**config.mk**
```make
export PLATFORM = sky130hd
export DESIGN_NAME = morse_decoder
export DESIGN_NICKNAME = d
export VERILOG_FILES = /design/src/rtl/morse_decoder.sv
export SDC_FILE = /design/constraint.sdc
export NUM_CORES = 1
export LEC_CHECK = 0
export ABC_AREA = 1
export BUFFER_PORTS_ARGS = -buffer_cell sky130_fd_sc_hd__buf_4
export CORE_MARGIN = 1.5
export CORE_UTILIZATION = 60
export CTS_BUF_LIST = sky130_fd_sc_hd__clkbuf_8
export CTS_CLUSTER_DIAMETER = 40
export DETAILED_ROUTE_END_ITERATION = 16
export GPL_ROUTABILITY_DRIVEN = 0
export PLACE_DENSITY_LB_ADDON = 0.2
export SETUP_SLACK_MARGIN = 0.4
export SLEW_MARGIN = 20
export SYNTH_ARGS = -nofsm -noshare
export SYNTH_HDL_FRONTEND = slang
export SYNTH_SLANG_ARGS = --single-unit
```
**constraint.sdc**
```tcl
create_clock -name CLOCK -period 2.4 [get_ports CLOCK]
set_input_delay 0.12 -clock CLOCK [delete_from_list [all_inputs] [get_ports CLOCK]]
set_output_delay 0.12 -clock CLOCK [all_outputs]
set_load 0.005 [all_outputs]
```
**src/rtl/morse_decoder.sv**
```systemverilog
// Morse key decoder: times key presses and gaps in divided-clock ticks,
// classifies dots/dashes, and emits one ASCII character per letter gap.
module morse_decoder #(
  parameter int TICK_DIV   = 1000000,
  parameter int DASH_UNITS = 2,
  parameter int GAP_UNITS  = 3,
  parameter int CNT_W      = 8
) (
  input  logic       CLOCK,
  input  logic       reset_n,
  input  logic       KEY,
  output logic [7:0] ASCII,
  output logic       CHAR_VALID,
  output logic       ERR,
  output logic [2:0] SYM_LEN,
  output logic       BUSY
);

  // state | meaning
  // IDLE  | no character in progress, waiting for a press
  // MARK  | key held, counting press ticks
  // SPACE | key released after a symbol, counting gap ticks
  typedef enum logic [1:0] {IDLE, MARK, SPACE} state_t;

  localparam int DIV_W = (TICK_DIV > 1) ? $clog2(TICK_DIV) : 1;
  localparam logic [DIV_W-1:0] DIV_LAST = DIV_W'(TICK_DIV - 1);
  localparam logic [CNT_W-1:0] CNT_MAX  = '1;
  localparam logic [CNT_W-1:0] DASH_CNT = CNT_W'(DASH_UNITS);
  localparam logic [CNT_W-1:0] GAP_CNT  = CNT_W'(GAP_UNITS);

  state_t             state;
  logic               key_meta, ks, ks_d;
  logic               rise_q, fall_q;
  logic [DIV_W-1:0]   div_cnt;
  logic               tick;
  logic [CNT_W-1:0]   press_cnt, gap_cnt;
  logic [4:0]         sym_buf;
  logic [2:0]         sym_len;
  logic               ovf;
  logic               pending;
  logic [7:0]         lut_char;

  // Code table over {length, symbols}; dot=0, dash=1, first symbol highest.
  function automatic logic [7:0] morse_lut(input logic [2:0] len, input logic [4:0] code);
    logic [7:0] c;
    c = 8'h3F;
    case ({len, code})
      {3'd2, 5'b00001}: c = 8'h41; // A
      {3'd4, 5'b01000}: c = 8'h42; // B
      {3'd4, 5'b01010}: c = 8'h43; // C
      {3'd3, 5'b00100}: c = 8'h44; // D
      {3'd1, 5'b00000}: c = 8'h45; // E
      {3'd4, 5'b00010}: c = 8'h46; // F
      {3'd3, 5'b00110}: c = 8'h47; // G
      {3'd4, 5'b00000}: c = 8'h48; // H
      {3'd2, 5'b00000}: c = 8'h49; // I
      {3'd4, 5'b00111}: c = 8'h4A; // J
      {3'd3, 5'b00101}: c = 8'h4B; // K
      {3'd4, 5'b00100}: c = 8'h4C; // L
      {3'd2, 5'b00011}: c = 8'h4D; // M
      {3'd2, 5'b00010}: c = 8'h4E; // N
      {3'd3, 5'b00111}: c = 8'h4F; // O
      {3'd4, 5'b00110}: c = 8'h50; // P
      {3'd4, 5'b01101}: c = 8'h51; // Q
      {3'd3, 5'b00010}: c = 8'h52; // R
      {3'd3, 5'b00000}: c = 8'h53; // S
      {3'd1, 5'b00001}: c = 8'h54; // T
      {3'd3, 5'b00001}: c = 8'h55; // U
      {3'd4, 5'b00001}: c = 8'h56; // V
      {3'd3, 5'b00011}: c = 8'h57; // W
      {3'd4, 5'b01001}: c = 8'h58; // X
      {3'd4, 5'b01011}: c = 8'h59; // Y
      {3'd4, 5'b01100}: c = 8'h5A; // Z
      {3'd5, 5'b11111}: c = 8'h30; // 0
      {3'd5, 5'b01111}: c = 8'h31; // 1
      {3'd5, 5'b00111}: c = 8'h32; // 2
      {3'd5, 5'b00011}: c = 8'h33; // 3
      {3'd5, 5'b00001}: c = 8'h34; // 4
      {3'd5, 5'b00000}: c = 8'h35; // 5
      {3'd5, 5'b10000}: c = 8'h36; // 6
      {3'd5, 5'b11000}: c = 8'h37; // 7
      {3'd5, 5'b11100}: c = 8'h38; // 8
      {3'd5, 5'b11110}: c = 8'h39; // 9
      default:          c = 8'h3F;
    endcase
    return c;
  endfunction

  assign lut_char = morse_lut(sym_len, sym_buf);
  assign tick     = (div_cnt == DIV_LAST);
  assign SYM_LEN  = sym_len;
  assign BUSY     = (state != IDLE);

  // Two-flop synchronizer plus registered edge detect on the synchronized key.
  always_ff @(posedge CLOCK or negedge reset_n) begin
    if (!reset_n) begin
      key_meta <= 1'b0;
      ks       <= 1'b0;
      ks_d     <= 1'b0;
      rise_q   <= 1'b0;
      fall_q   <= 1'b0;
    end else begin
      key_meta <= KEY;
      ks       <= key_meta;
      ks_d     <= ks;
      rise_q   <= ks & ~ks_d;
      fall_q   <= ~ks & ks_d;
    end
  end

  // Tick divider; restarted on every key edge so ticks count whole units since it.
  always_ff @(posedge CLOCK or negedge reset_n) begin
    if (!reset_n) begin
      div_cnt <= '0;
    end else if ((ks != ks_d) || tick) begin
      div_cnt <= '0;
    end else begin
      div_cnt <= div_cnt + DIV_W'(1);
    end
  end

  // Decode FSM: press/gap timing, symbol assembly and registered character output.
  always_ff @(posedge CLOCK or negedge reset_n) begin
    if (!reset_n) begin
      state      <= IDLE;
      press_cnt  <= '0;
      gap_cnt    <= '0;
      sym_buf    <= '0;
      sym_len    <= '0;
      ovf        <= 1'b0;
      pending    <= 1'b0;
      ASCII      <= '0;
      CHAR_VALID <= 1'b0;
      ERR        <= 1'b0;
    end else begin
      CHAR_VALID <= 1'b0;
      ERR        <= 1'b0;
      case (state)
        IDLE: begin
          if (pending) begin
            // Press that arrived on the emit cycle; drop it if it already ended.
            pending <= 1'b0;
            if (!fall_q) begin
              state     <= MARK;
              press_cnt <= '0;
            end
          end else if (rise_q) begin
            state     <= MARK;
            press_cnt <= '0;
          end
        end
        MARK: begin
          if (fall_q) begin
            gap_cnt <= '0;
            if (press_cnt == '0) begin
              state <= (sym_len != 3'd0) ? SPACE : IDLE;
            end else begin
              if (sym_len < 3'd5) begin
                sym_buf <= {sym_buf[3:0], (press_cnt >= DASH_CNT)};
                sym_len <= sym_len + 3'd1;
              end else begin
                ovf <= 1'b1;
              end
              state <= SPACE;
            end
          end else if (tick && (press_cnt != CNT_MAX)) begin
            press_cnt <= press_cnt + CNT_W'(1);
          end
        end
        SPACE: begin
          if (gap_cnt >= GAP_CNT) begin
            CHAR_VALID <= 1'b1;
            ASCII      <= ovf ? 8'h3F : lut_char;
            ERR        <= ovf || (lut_char == 8'h3F);
            sym_buf    <= '0;
            sym_len    <= '0;
            ovf        <= 1'b0;
            pending    <= rise_q;
            state      <= IDLE;
          end else if (rise_q) begin
            state     <= MARK;
            press_cnt <= '0;
          end else if (tick && (gap_cnt != CNT_MAX)) begin
            gap_cnt <= gap_cnt + CNT_W'(1);
          end
        end
        default: state <= IDLE;
      endcase
    end
  end

endmodule

```
==> results.toml <==
[outcome]
status = "finished clean"

[route]
drc_errors = 0
ant_nets = 0
first_pass_iters = 5
first_iter_violations = 242
routed_wl_um = 8440
wl_per_cell_um = 13.3
via_count = 3615
vias_per_cell = 5.68

[critical_path]
cp_cell_sequence = "ha_2, nand3_4, nor2_2, nand2_2, nor3_4, nand2_2, nor3_4, nand3_1, nand2_1, nor2_1"
cp-startpoint = "div_cnt[0]$_DFF_PN0_"
worstSetupStartpointType = "flip-flop"
critical_path_arrival_ns = 2.09
r2r-start = "div_cnt[0]$_DFF_PN0_"
worst_ep_required_time_ns = 2.64
cp_max_fo = 5
critPathSlowestCell = "dfrtp_1"
critical_path.max_stage_delay_ns = 0.36
crit_type = "reg2reg"
worstSetupEndpointType = "flip-flop"

[power_and_ir_drop]
seq_power_share_pct = 33.1
swShare_pct = 42.0
internal-power_mw = 2.31
p_comb_share_pct = 41.1
leakage_nw = 2.20
clockPowerShare_pct = 25.8
p_switching_mw = 1.68
finalPower_mw = 3.99
peakVddDrop_v = 0.000583
p_per_area_nw_per_um2 = 925

[floorplanning]
start_util_pct = 63.0
num_io_pins = 17
dieHeight_um = 82.5
dieArea_um2 = 6810
row_count = 28
coreArea_um2 = 6030
fp.dieW_um = 82.5

[synth]
ys_types = 37
yosys_most_used_dff = "dfrtp_1"
synth_cells = 534
yosys_warnings = 0
ys_seq_area_share_pct = 40.9
syn-num-nets = 550
syn_area_per_cell_um2 = 7.11
yosys_register_bits = 62
synth_edf_count = 0
synthesis.area_um2 = 3800
async_flop_share_pct = 100

[placed_design]
portBuffers = 15
hpwl_um = 6120

[clock_tree]
cts_tree = "built"
cts_buffers = 9
clk_latency_ns = 0.35
htreeDepth = 3
root_buffer = "clkbuf_8"
clkTransAtPathRegs_ns = 0.07
cts.sinks = 62
cts_buffer_depth = 2

[layout]
fin_nets = 572
fin_util_pct = 71.5
drive_above_1_share_pct = 13.5
multi_input_area_um2 = 2060
seq_area_um2 = 1550
syn2layout_area_growth_pct = 13.5
final_common_cell = "nand2_1"
layout_common_cells = "125 x nand2_1, 81 x nor2_1, 61 x dfrtp_1"
diodes = 0
fillers = 485

[sta]
finalHoldViolCount = 0
fin_setup_tns_ns = 0
worst_pin_slew_ns = 0.754
setup_viol = 0
clock_skew_ns = 0.0100
whs_ns = 0.358
fin_crit_ns = 1.85
slew_violations = 0
period_share_pct = 77.3
rsz0062_at_grt = "yes"
fmax_ghz = 0.539
max_slew_margin_pct = 49.7

[global_routing]
grt_max_degree = 63
grt-ovfl-total = 0
antenna_found_initial = 0
grt_pass1_vias = 3247
track_usage_pct = 27.6
grt_pass1_wl_um = 14300

[hold_path]
hold_path_class = "reg2reg"
worstHoldStart = "key_meta$_DFF_PN0_"

[run]
cap_violations = 0
## per-stage QoR
step                      cell area (um2)  std cells  worst slack, ns
after floorplan                      3800        534            0.720
after global placement               3970        617            0.492
after detailed placement             3970        617            0.325
after CTS                            4220        635            0.399
after global routing                 4310        636            0.357
final                                4310        636            0.546
## final timing paths
check,to,slack [ns],depth (start not counted)
worst min register to register,ks$_DFF_PN0_,0.36,0
max in group asynchronous,state[1]$_DFFE_PN0P_,1.49,2
min in group asynchronous,key_meta$_DFF_PN0_,0.38,2
worst max register to register,div_cnt[18]$_DFF_PN0_,0.55,10
worst max-delay path,div_cnt[18]$_DFF_PN0_,0.55,10
worst min-delay path,ks$_DFF_PN0_,0.36,0
## per-layer routing
layer	part of all wire [%]	global-route usage (%)	vias up
met5	0	0	-
met1	44	34.9	1704
met3	5.1	5.82	19
met4	2.1	14.0	0
li1	-	-	1781
met2	49	44.5	111
## final cells by class
cell class	count	area share [%]
clock buffer	9	2.87
multi-input combinational	401	47.9
sequential	62	36.0
inverter	64	5.57
timing repair buffer	18	3.25
clock inverter	7	2.24
tap	75	2.18
## registers in the layout (all words and copies together), names as in the netlist
| signal | flops |
|---|---|
| key_meta | 1 |
| SYM_LEN | 3 |
| pending | 1 |
| div_cnt | 20 |
| CHAR_VALID | 1 |
| press_cnt | 8 |
| rise_q | 1 |
| ks | 1 |
| ASCII | 7 |
| sym_buf | 5 |
| fall_q | 1 |
| gap_cnt | 8 |
| ovf | 1 |
| ks_d | 1 |
| state | 2 |
| ERR | 1 |
## critical path: cells and delay by family (launching register included)
family	cells	cell delay [ns]
fa+ha+maj	1	0.23
simple gates	9	1.16
flops	1	0.36
## synthesized netlist by cell type, types with 2 or more instances
| cell type | count | area [um2] |
|---|---|---|
| a211oi_1 | 2 | 15.0 |
| a21boi_0 | 5 | 37.5 |
| a21oi_1 | 22 | 110 |
| a22oi_1 | 3 | 22.5 |
| a31oi_1 | 2 | 12.5 |
| buf_2 | 3 | 15.0 |
| buf_4 | 2 | 15.0 |
| clkbuf_1 | 2 | 7.51 |
| dfrtp_1 | 62 | 1550 |
| ha_1 | 13 | 163 |
| inv_1 | 55 | 206 |
| inv_2 | 8 | 30.0 |
| nand2_1 | 127 | 477 |
| nand2_2 | 4 | 25.0 |
| nand3_1 | 43 | 215 |
| nand3_2 | 2 | 20.0 |
| nand3b_1 | 3 | 22.5 |
| nand4_1 | 7 | 43.8 |
| nor2_1 | 85 | 319 |
| nor2_2 | 7 | 43.8 |
| nor3_1 | 9 | 45.0 |
| nor3_2 | 2 | 20.0 |
| o211ai_1 | 2 | 15.0 |
| o21ai_0 | 36 | 180 |
| o21ai_1 | 7 | 35.0 |
| o22ai_1 | 3 | 18.8 |
| or2_2 | 6 | 37.5 |
| xor2_1 | 3 | 26.3 |
## kinds of logic (layout without fill, tap and decap cells)
logic type | after synthesis | count (layout) | synth area share, %
compound gates | 86 | 86 | 12.6
fa+ha+maj | 13 | 13 | 4.28
other cells | 1 | 1 | 0.0988
flops | 62 | 62 | 40.9
simple gates | 298 | 298 | 34.1
buf+inv | 71 | 98 | 7.32
xor+xnor | 3 | 3 | 0.692
## power groups by stage
stage               combinational, mW  clock, mW  sequential [mW]
global placement                 1.48          0             1.32
floorplan                        1.14          0             1.29
detailed placement               1.51          0             1.33
CTS                              1.54       1.04             1.31
finish                           1.64       1.03             1.32
global route                     1.86       1.08             1.34
## what timing repair did
item                                    CTS  global route
pin swaps                                 0             4
endpoints found under the setup margin    8            40
cloned                                    0             0
hold buffers                              2             0
endpoints found under the hold margin    63             0
resized for setup                         3            21
setup buffers                             0             1
Note: power is estimated with default switching activity, not from simulation.
